`src/rtl/icache_pkg.sv`:
```
// Shared instruction-cache definitions: geometry, controller state encoding and
// address field helpers used by the miss controller, tag array and data array.
package icache_pkg;

    localparam int ADDR_W   = 32;
    localparam int DATA_W   = 32;
    localparam int INDEX_W  = 6;
    localparam int OFFSET_W = 4;
    localparam int TAG_W    = ADDR_W - INDEX_W - OFFSET_W;
    localparam int WORDS    = 4;
    localparam int WORD_W   = $clog2(WORDS);

    typedef enum logic [1:0] {
        ST_IDLE     = 2'd0,
        ST_LOOKUP   = 2'd1,
        ST_MISS_REQ = 2'd2,
        ST_REFILL   = 2'd3
    } state_t;

    function automatic logic [TAG_W-1:0] addr_tag(input logic [ADDR_W-1:0] a);
        return a[ADDR_W-1 -: TAG_W];
    endfunction

    function automatic logic [INDEX_W-1:0] addr_index(input logic [ADDR_W-1:0] a);
        return a[OFFSET_W +: INDEX_W];
    endfunction

    function automatic logic [WORD_W-1:0] addr_word(input logic [ADDR_W-1:0] a);
        return a[2 +: WORD_W];
    endfunction

    function automatic logic [ADDR_W-1:0] addr_line_base(input logic [ADDR_W-1:0] a);
        return {a[ADDR_W-1:OFFSET_W], {OFFSET_W{1'b0}}};
    endfunction

endpackage

```
`src/rtl/icache_miss_controller.sv`:
```
// Direct-mapped icache control: lookup, hit return, line refill from a 4-beat
// memory burst, and deferred fence.i flush sequencing onto the tag array.
module icache_miss_controller
    import icache_pkg::*;
(
    input  logic                clk,
    input  logic                rst_n,
    input  logic                cpu_req_valid,
    input  logic [ADDR_W-1:0]   cpu_req_addr,
    output logic                cpu_req_ready,
    output logic                cpu_resp_valid,
    output logic [DATA_W-1:0]   cpu_resp_data,
    input  logic                flush_req,
    output logic [INDEX_W-1:0]  tag_lookup_index,
    output logic [TAG_W-1:0]    tag_lookup_tag,
    input  logic                tag_hit,
    output logic                tag_update_valid,
    output logic [INDEX_W-1:0]  tag_update_index,
    output logic [TAG_W-1:0]    tag_update_tag,
    output logic                tag_flush_all,
    output logic [INDEX_W-1:0]  data_rd_index,
    output logic [WORD_W-1:0]   data_rd_word,
    input  logic [DATA_W-1:0]   data_rd_data,
    output logic                data_wr_en,
    output logic [INDEX_W-1:0]  data_wr_index,
    output logic [WORD_W-1:0]   data_wr_word,
    output logic [DATA_W-1:0]   data_wr_data,
    output logic                mem_req_valid,
    output logic [ADDR_W-1:0]   mem_req_addr,
    input  logic                mem_req_ready,
    input  logic                mem_rvalid,
    input  logic [DATA_W-1:0]   mem_rdata
);

    state_t              state_q;
    state_t              state_d;
    logic [ADDR_W-1:0]   req_addr_q;
    logic [WORD_W-1:0]   beat_q;
    logic                flush_pend_q;

    logic                flush_now;
    logic                accept;
    logic                beat_vld;
    logic                last_beat;
    logic                lookup_hit;

    // A flush, new or deferred, always takes the IDLE cycle ahead of a fetch.
    assign flush_now  = (state_q == ST_IDLE) && (flush_req || flush_pend_q);
    assign accept     = (state_q == ST_IDLE) && !flush_now && cpu_req_valid;
    assign lookup_hit = (state_q == ST_LOOKUP) && tag_hit;
    assign beat_vld   = (state_q == ST_REFILL) && mem_rvalid;
    assign last_beat  = beat_vld && (beat_q == WORD_W'(WORDS - 1));

    always_ff @(posedge clk or negedge rst_n) begin
        if (!rst_n) begin
            state_q <= ST_IDLE;
        end else begin
            state_q <= state_d;
        end
    end

    always_comb begin
        state_d = state_q;
        case (state_q)
            ST_IDLE:     if (accept)        state_d = ST_LOOKUP;
            ST_LOOKUP:   state_d = tag_hit ? ST_IDLE : ST_MISS_REQ;
            ST_MISS_REQ: if (mem_req_ready) state_d = ST_REFILL;
            ST_REFILL:   if (last_beat)     state_d = ST_IDLE;
            default:     state_d = ST_IDLE;
        endcase
    end

    always_comb begin
        cpu_req_ready    = (state_q == ST_IDLE) && !flush_req && !flush_pend_q;
        tag_flush_all    = flush_now;
        tag_lookup_index = addr_index(req_addr_q);
        tag_lookup_tag   = addr_tag(req_addr_q);
        data_rd_index    = addr_index(req_addr_q);
        data_rd_word     = addr_word(req_addr_q);
        // The tag is only validated once the whole line is in the data array.
        tag_update_valid = last_beat;
        tag_update_index = addr_index(req_addr_q);
        tag_update_tag   = addr_tag(req_addr_q);
        data_wr_en       = beat_vld;
        data_wr_index    = addr_index(req_addr_q);
        data_wr_word     = beat_q;
        data_wr_data     = mem_rdata;
        mem_req_valid    = (state_q == ST_MISS_REQ);
        mem_req_addr     = (state_q == ST_MISS_REQ) ? addr_line_base(req_addr_q) : '0;
    end

    always_ff @(posedge clk or negedge rst_n) begin
        if (!rst_n) begin
            req_addr_q     <= '0;
            beat_q         <= '0;
            flush_pend_q   <= 1'b0;
            cpu_resp_valid <= 1'b0;
            cpu_resp_data  <= '0;
        end else begin
            if (accept) begin
                req_addr_q <= cpu_req_addr;
            end
            if ((state_q == ST_MISS_REQ) && mem_req_ready) begin
                beat_q <= '0;
            end else if (beat_vld) begin
                beat_q <= beat_q + 1'b1;
            end
            if (state_q == ST_IDLE) begin
                flush_pend_q <= 1'b0;
            end else if (flush_req) begin
                flush_pend_q <= 1'b1;
            end
            if (lookup_hit) begin
                cpu_resp_data <= data_rd_data;
            end else if (beat_vld && (beat_q == addr_word(req_addr_q))) begin
                cpu_resp_data <= mem_rdata;
            end
            cpu_resp_valid <= lookup_hit || last_beat;
        end
    end

endmodule
```
`config.mk`:
```
export PLATFORM = sky130hd
export DESIGN_NAME = icache_miss_controller
export DESIGN_NICKNAME = d
export VERILOG_FILES = /design/src/rtl/icache_pkg.sv /design/src/rtl/icache_miss_controller.sv
export SDC_FILE = /design/constraint.sdc
export NUM_CORES = 1
export LEC_CHECK = 0
export CAP_MARGIN = 0
export CORE_AREA = 2 2 108 110
export DETAILED_ROUTE_END_ITERATION = 16
export DIE_AREA = 0 0 110 112
export PLACE_DENSITY = 0.81
export RECOVER_POWER = 100
export SLEW_MARGIN = 30
export SYNTH_ARGS = -nofsm -noshare
export SYNTH_HDL_FRONTEND = slang
export SYNTH_SLANG_ARGS = --single-unit
```
`constraint.sdc`:
```
create_clock -name clk -period 3.5 [get_ports clk]
set_clock_uncertainty 0.05 [all_clocks]
set_input_delay 0.525 -clock clk [delete_from_list [all_inputs] [get_ports clk]]
set_output_delay 0.525 -clock clk [all_outputs]
set_load 0.02 [all_outputs]
```
# Word level (Yosys, flattened, before mapping)
# Index checks and enable logic that the tools add are counted.
# classes
n_addsub,1
reduce_logical,20
n_mux,12
eq_ne,8
# ops
cell,count
$mux 32,3
$mux 2,6
$logic_and 1x1->1,10
$pmux 2 s4,1
$eq 2x2->1 const B,3
$reduce_bool 2->1,3
$ne 2x2->1 const B,2
$logic_not 1->1,3
$reduce_and 3->1,1
$add 2x1->2 const B,1
$eq 2x1->1 const B,1
$eq 2x2->1,1
$logic_not 2->1,1
$logic_or 1x1->1,2
$mux 1,2
$ne 2x1->1 const B,1
# totals
wordCells,47
in_bits,103
out_inout_bits,174
reg_bits,70

# Longest topological paths before layout
# Gate-level depths: netlist of the first run.
# depth
word_depth,7
depth_mapped,7
ltp_nobuf,4

# Worst setup path before layout of the first run
# OpenSTA, ideal clock, no wires.
# synth_timing
kind,flip-flop to output port
from,reg (tool-made name)
to,out mem_req_addr[24]
path_slack_ps,1588
arrival_ps,1337
path_stages_with_launch,4
required_time_ps,2925
n_path_buf,1
path_cell_list,dfrtp_1 nor2b_1 clkbuf_1 and2_1
# synth_rtl
item,line,text
"end, declared",icache_miss_controller.sv:29,"output logic [ADDR_W-1:0] mem_req_addr,"

==> summary by stage, run 1 <==
Outcome
The flow ran to the end, but the final reports show violations. The checks that failed: capacitance limit, slew limit.

Critical path
Traced cell by cell, the critical path runs through nor2b_1, clkbuf_2, and2_1, dlygate4sd3_1. The critical path endpoint category is an output pin. At the worst endpoint, the arrival time is about 2300 ps.

In this run the worst path has a maximum fanout of 31. In this design, the stage delay of the slowest critical-path cell is 680 ps. The startpoint type of the worst setup path is a flop. The critical-path cell with the highest stage delay is dlygate4sd3_1. The type of the worst setup path is reg2out.

The data required time of the critical path is roughly 3000 ps.

Drt
The total via count in the routed design is 3497. The average via count per standard cell is between 4 and 5. The iteration-0 DRC count of the detailed router is about 240.

After detailed routing, the average wire length per cell comes to between 15 and 20 um. The post-route DRC violation count is 0. The first-pass iteration count of the detailed router is 6. The number of nets still failing antenna checks after routing is 0. Wires add up to around 12000 um.

Floorplanning
Measured along the y axis, the die boundary spans 112 um. The floorplan step set the die width to 110 um. The initialized floorplan defines 39 standard-cell rows. The placeable core area is 11200 um2.

roughly 280 I/O pins were placed. The total die area is between 10000 and 15000 um2. The initial cell density of the core is a little over a third.

Power
After layout, the design draws a total of about 5.4 mW. The leakage power figure is between 2 and 3 nW. For this design the ratio of total power to cell area is between 800 and 900 nW/um2. Across the VDD grid, the largest voltage drop is 0.000446 V.

Synth
In this run the cell area of the synthesized design comes to between 3000 and 4000 um2. After synthesis, the share of flip-flops with an asynchronous set or reset is between 90% and 100%. In the synthesized netlist, the number of instances is 385.

The total of flip-flops plus latches after synthesis is 68. The number of synthesized flops with an enable pin is 0. For this run, the leading register cell type out of synthesis is dfrtp_1.

After synthesis, flip-flops and latches occupy between 40% and 50% of the total area. During synthesis, Yosys emitted a total of 0 warnings. The mean area per synthesized cell is 10.2 um2. The number of distinct library cell variants in the gate-level netlist after synthesis is 27.

Cells and area
After filler insertion, the fill cell instance count of the layout stands at 986. Compared with the post-synthesis result, the final layout area differs by 61.1%. At the end of the flow the core is filled with cells to between 50% and 60%. The area taken by flip-flops and latches is ~1700 um2.

The library cells used most frequently in the layout, excluding fill and tap cells, are dlygate4sd3_1 (172), clkdlybuf4s50_1 (97), dfrtp_1 (68). The total number of nets in the final design is roughly 680. For this run, the number of standard cells in the final layout without fillers is just over 700. Of the cells placed in the final design, the portion with a size suffix greater than 1 is 4.33%. The most common library cell in the layout ignoring fill and taps is dlygate4sd3_1.

In the final layout, the multi-input gates occupy about 1400 um2. The repair_antennas step left the layout with diodes totalling 0.

Clocking
The H-tree generated during clock tree synthesis spans 3 levels. The CTS root buffer is clkbuf_16. Buffers added to address setup during post-CTS repair amount to 0.

The longest clock path from root to sink contains 2 buffers. The number of hold buffers added after cts is 0. Counting the buffers created by CTS gives 9. Clock-pin slew was measured on the worst setup and hold paths at roughly 50 ps. TritonCTS built the clock tree. The number of gates resized after CTS was 0. Clock latency on the worst-skew pair, taken at its later pin, is around 320 ps.

Counting every sink on the clock net gives 68.

Global routing
met2 is the most crowded layer. For this run the aggregate overflow at the end of global routing stands at 0. The first-pass GRT wire length is ~18000 um.

The number of global-route vias before repair is roughly 3500. The number of antenna violations at the first check in global routing is 0. The maximum number of pins on one net before global-route repair is around 70. Global routing consumed, on the met3 layer, approximately 4.9% of the routing resources. For this run, global-route usage on met1 was measured as 21.2%. Global routing used 18.9% of the available tracks across all layers. For this run, global-route usage on met2 was measured as 32.9%.

Timing
Setup repair after global routing left no endpoint under its margin. Timing would allow up to about 0.35 GHz. The tightest slew margin relative to the limit is -13.6%.

The final-report setup violation count is 0. The number of max-slew violations in the final report came to between 100 and 150. Of the available clock period, the critical path in the final layout requires about four fifths. After layout, the minimum clock period comes to 2840 ps. At the pin with the least slew margin, the transition time is between 1500 and 2000 ps. For the final routed database, the setup TNS stands at 0 ps. The count of final hold-check violations was 0.

Run
The reported max-cap violation count is 2.

Place
Detailed placement finished with a half-perimeter wire length of 8890 um. Counting tap cells, the placed design contains a total of a little over 700 instances. The congestion estimate from routability-driven global placement came to around 0.74. Port buffering added 270 buffers.

Min path
In this run the worst hold path is classified as reg2reg.
-- worst paths after layout --
| path | from | endpoint | slack [ps] | cells after the start |
|---|---|---|---|---|
| worst max-delay path | flop | mem_req_addr[22] | 660 | 4 |
| worst min-delay path | req_addr_q[18] | req_addr_q[18] | 480 | 1 |
| worst max register to register | state_q[0] | req_addr_q[5] | 1180 | 4 |
| worst min register to register | req_addr_q[18] | req_addr_q[18] | 480 | 1 |
| max in group asynchronous | rst_n | cpu_resp_data[14] | 1790 | 1 |
| min in group asynchronous | rst_n | req_addr_q[4] | 600 | 1 |
-- kinds of logic after synthesis --
family                     Yosys count  synth area share (%)
muxes                               31                  11.6
DFF                                 68                  43.4
AOI/OAI and AO/OA                   36                  6.63
other                                1                0.0956
adders and majority gates            1                 0.319
xor gates and xnor gates             3                 0.670
buffers and inverters              104                  18.8
and+or+nand+nor                    141                  18.5
-- cell type report --
| type | instances | area share [%] |
|---|---|---|
| well taps | 143 | 2.83 |
| flip-flops and latches | 68 | 26.9 |
| clock inverters | 2 | 0.554 |
| clock buffers | 13 | 3.96 |
| multi-input cells | 216 | 22.0 |
| repair buffers | 278 | 43.7 |
-- registers in the layout, indices dropped and copies added, names as in the netlist, named ones only --
signal / flops
data_wr_word: 2
cpu_resp_valid: 1
flush_pend_q: 1
cpu_resp_data: 32
req_addr_q: 30
state_q: 1
-- metal layers --
metal | part of all wire, % | vias up
met4 | 2.5 | 0
met1 | 38 | 1667
met2 | 51 | 186
met5 | 0 | -
li1 | - | 1620
met3 | 8.7 | 24
-- stage by stage --
step	hold slack (ps)	cell area [um2]	setup slack, ps
floorplan	179	3940	1590
global placement	485	6160	840
detailed placement	488	6160	750
CTS	303	6450	832
global route	504	6320	497
finish	480	6320	665
-- synth_stat cells (2+ instances only) --
master    count  share of area [%]
nand2_1      65                6.2
and2_1       29                4.6
o21ai_0       2               0.26
nor2_1        4               0.38
nand2b_1      2               0.32
mux2_4       29                 11
buf_4        78                 15
clkbuf_1     18                1.7
nand4_1      32                5.1
a21oi_1       2               0.26
o211ai_1     32                6.1
dfrtp_1      68                 43
xnor2_1       3               0.67
buf_6         7                2.0
and3_1        2               0.32
-- worst max-delay path, delay by kind of cell, from the launching register on --
kind | cells | cell delay [ps]
and+or+nand+nor | 2 | 360
DFF | 1 | 470
buffers and inverters | 2 | 1110
-- where the power goes --
group	switching [mW]	internal (mW)
clock	0.311	0.566
combinational	1.74	1.32
sequential	0.290	1.14
total	2.34	3.03
No activity file was read; power rests on OpenSTA's default activity.
==> run 2, diff against run 1 <==
Settings changed: CORE_AREA 2 2 108 110 to unset, CORE_MARGIN set to 2, CORE_UTILIZATION set to 32, DIE_AREA 0 0 110 112 to unset, PLACE_DENSITY 0.81 to 0.78.
Clock period 3.5 ns to 2.6 ns, I/O delays scaled along.
==> summary by stage, run 2 (synthesized netlist as in run 1, its figures left out) <==
Drt
The first TritonRoute pass finished after 4 iterations. Across all layers, the routed design uses approximately 3500 vias. The iteration-0 DRC count of the detailed router is 168. Dividing the detail-routed wire length by the instance count gives 16.4 um. In the routed design, unresolved DRC markers number 0.

The count of nets left with antenna violations once routing finished came out at 0. The average via count per standard cell is around 4.8. The total wire length is 11900 um.

Min path
The worst min-delay path class is in2async.

Floorplanning
The total die area is approximately 13000 um2. The placeable core area is approximately 12000 um2. Measured along the x axis, the die boundary spans 115 um. The top-level port count is roughly 280. The vertical die dimension is ~110 um. After floorplanning, the core was divided into 40 placement rows. The initial cell density of the core is between 30% and 40%.

Clocking
The later-pin clock latency in the skew report is ~320 ps. The clock passes through at most 2 buffers. The number of sinks driven by the clock tree is slightly below 70. TritonCTS built the clock tree. The post-CTS setup buffer count is 0.

The number of buffers created by CTS is 9. The level count of the clock H-tree is 3. The CTS root buffer is clkbuf_16.

Clock-pin slew was measured on the worst setup and hold paths at 60 ps. The number of hold buffers added after cts is 0.

Cells and area
The flip-flop count of the largest register, all copies and words added is 32. The total number of nets in the final design is 680. Counting the fill cells in the layout gives around 1100. The post-layout instance count excluding filler cells is between 700 and 800.

The top cell types in the final layout, fill and taps aside, are dlygate4sd3_1 (144), clkdlybuf4s50_1 (125), dfrtp_1 (67). Leaving out fill and tap cells, the most frequent cell in the layout is dlygate4sd3_1. The total non-filler cell area in the finished layout is 6470 um2.

The area used by multi-input combinational logic is ~1400 um2. The area growth from synthesis to layout is 64.8%. The fraction of final layout cells sized beyond drive strength 1 is 5.68%.

The register with the highest flop count is cpu_resp_data. The area taken by flip-flops and latches is about 1700 um2.

Timing
Headroom to the max-slew limit came out at -12.5%. For the pin with the worst max-slew slack, the measured transition is ~1700 ps. In the finished design, the share of the clock period the worst path needs comes to a little over nine tenths.

The number of max-slew violations in the final report is just over 100. The routed design could run at a clock period as short as 2470 ps. Setup repair after global routing left no endpoint under its margin. For the final routed database, the setup TNS stands at 0 ps. Setup violations remaining at the end of the flow were counted as 0.

The count of final hold-check violations is 0. The highest attainable clock frequency is between 0.4 and 0.5 GHz.

Global routing
The total overflow left after global routing is 0. The number of antenna violations at the first check in global routing was 1. The met3 demand-to-capacity share in global routing is under 10%. The layer flagged by global routing as most heavily used is met2. Entering global routing, the biggest net connects between 60 and 70 pins. The met1 usage is between 15 and 20%. The overall fraction of global-route tracks in use is ~18%. For this run, global-route usage on met2 was measured as 31.8%. The number of global-route vias before repair is between 3000 and 4000.

The first-pass GRT wire length is between 15000 and 20000 um.

Critical path
The worst setup path is captured at an output pin. The most frequent cell on the critical path is dlygate4sd3_1. In this run the critical register-to-register path is captured at cpu_resp_data[17]. In this run the worst path has a maximum fanout of 4. The worst stage delay on the critical path is between 600 and 700 ps.

The startpoint type of the worst setup path is a primary input. The critical path goes through dlygate4sd3_1, and3_1, and2_1, dlygate4sd3_1. The family with the most delay on the worst path is buffers and inverters.

The arrival time at the worst endpoint is just over 2000 ps. The critical-path cell with the highest stage delay is dlygate4sd3_1. The setup path with the least slack is of type in2out.

The worst register-to-register path begins at state_q[0]. The cell count of the worst reg-to-reg path is 5. In this run the worst setup path terminates at tag_update_valid.

The first element of the critical path is mem_rvalid. The setup check on the worst reg-to-reg path leaves a slack of roughly 270 ps. STA puts the critical path data required time at between 2000 and 2500 ps. The count of buffering cells on the critical path with inverters included is 2.

The logic depth of the worst setup path including buffers is 4.

Place
The instance area after placement is roughly 6200 um2. Including well taps, the total number of placed cells is 712. The number of I/O port buffers is 270. The placer's final routability congestion estimate is around 0.8. Detailed placement finished with a half-perimeter wire length of between 8000 and 9000 um.

Power
The leakage power figure is around 2.8 nW. For this design the ratio of total power to cell area is roughly 1200 nW/um2. The overall power after layout is 7.71 mW. VDD sags by at most between 0.0006 and 0.0007 V.

Run
Max-cap violations in this run came to 2.

Outcome
The final reports fail on capacitance limit, slew limit. The flow ran to the end, but the final reports show violations.
[run 2: worst min-delay path by stage]
stage                      start                 to  slack [ps]  cells after the start
6_report                   rst_n     req_addr_q[14]         450                      1
5_1_grt        cpu_resp_data[13]  cpu_resp_data[13]         510                      2
4_1_cts                    rst_n     req_addr_q[14]         160                      1
3_5_place_dp   cpu_resp_data[13]  cpu_resp_data[13]         490                      2
3_3_place_gp    cpu_resp_data[6]   cpu_resp_data[6]         490                      2
2_1_floorplan              rst_n          async pin          40                      0
[run 2: timing repair]
action / 4_1_cts / 5_1_grt
endpoints found under the hold margin: 0 / 0
setup endpoints to repair: 1 / 11
resized for setup: 1 / 1
[run 2: final cells by class]
| class | instances | share of cell area, % |
|---|---|---|
| clock buffer | 9 | 3.48 |
| multi-input combinational | 216 | 21.7 |
| tap | 147 | 2.84 |
| antenna | 1 | 0.0387 |
| clock inverter | 7 | 2.52 |
| sequential | 68 | 26.3 |
| timing repair buffer | 281 | 43.1 |
[run 2: metal layers]
layer	share of wire (%)	up-vias	wire length [um]
met3	6.9	16	824
met2	53	157	6370
met5	0	-	0
li1	-	1627	-
met4	1.5	0	176
met1	38	1684	4570
[run 2: power breakdown]
group | leakage, nW | internal, mW | switching (mW) | total, mW
Clock | 0.186 | 1.13 | 0.464 | 1.59
Sequential | 0.854 | 1.54 | 0.376 | 1.91
Combinational | 1.78 | 1.83 | 2.37 | 4.20
Total | 2.82 | 4.50 | 3.21 | 7.71
[run 2: through the flow]
step / util [%] / setup slack, ps / hold slack (ps)
finish: 53.8 / 133 / 451
global route: 53.8 / 21.5 / 514
CTS: 54.8 / 61.9 / 165
detailed placement: 51.6 / 242 / 486
global placement: 51.6 / 249 / 486
floorplan: - / 823 / 44.4
==> run 3, diff against run 2 <==
Settings changed: GPL_ROUTABILITY_DRIVEN set to 1.
==> results of run 3 <==
Final layout, timing and power as in run 2 (identical DEF).
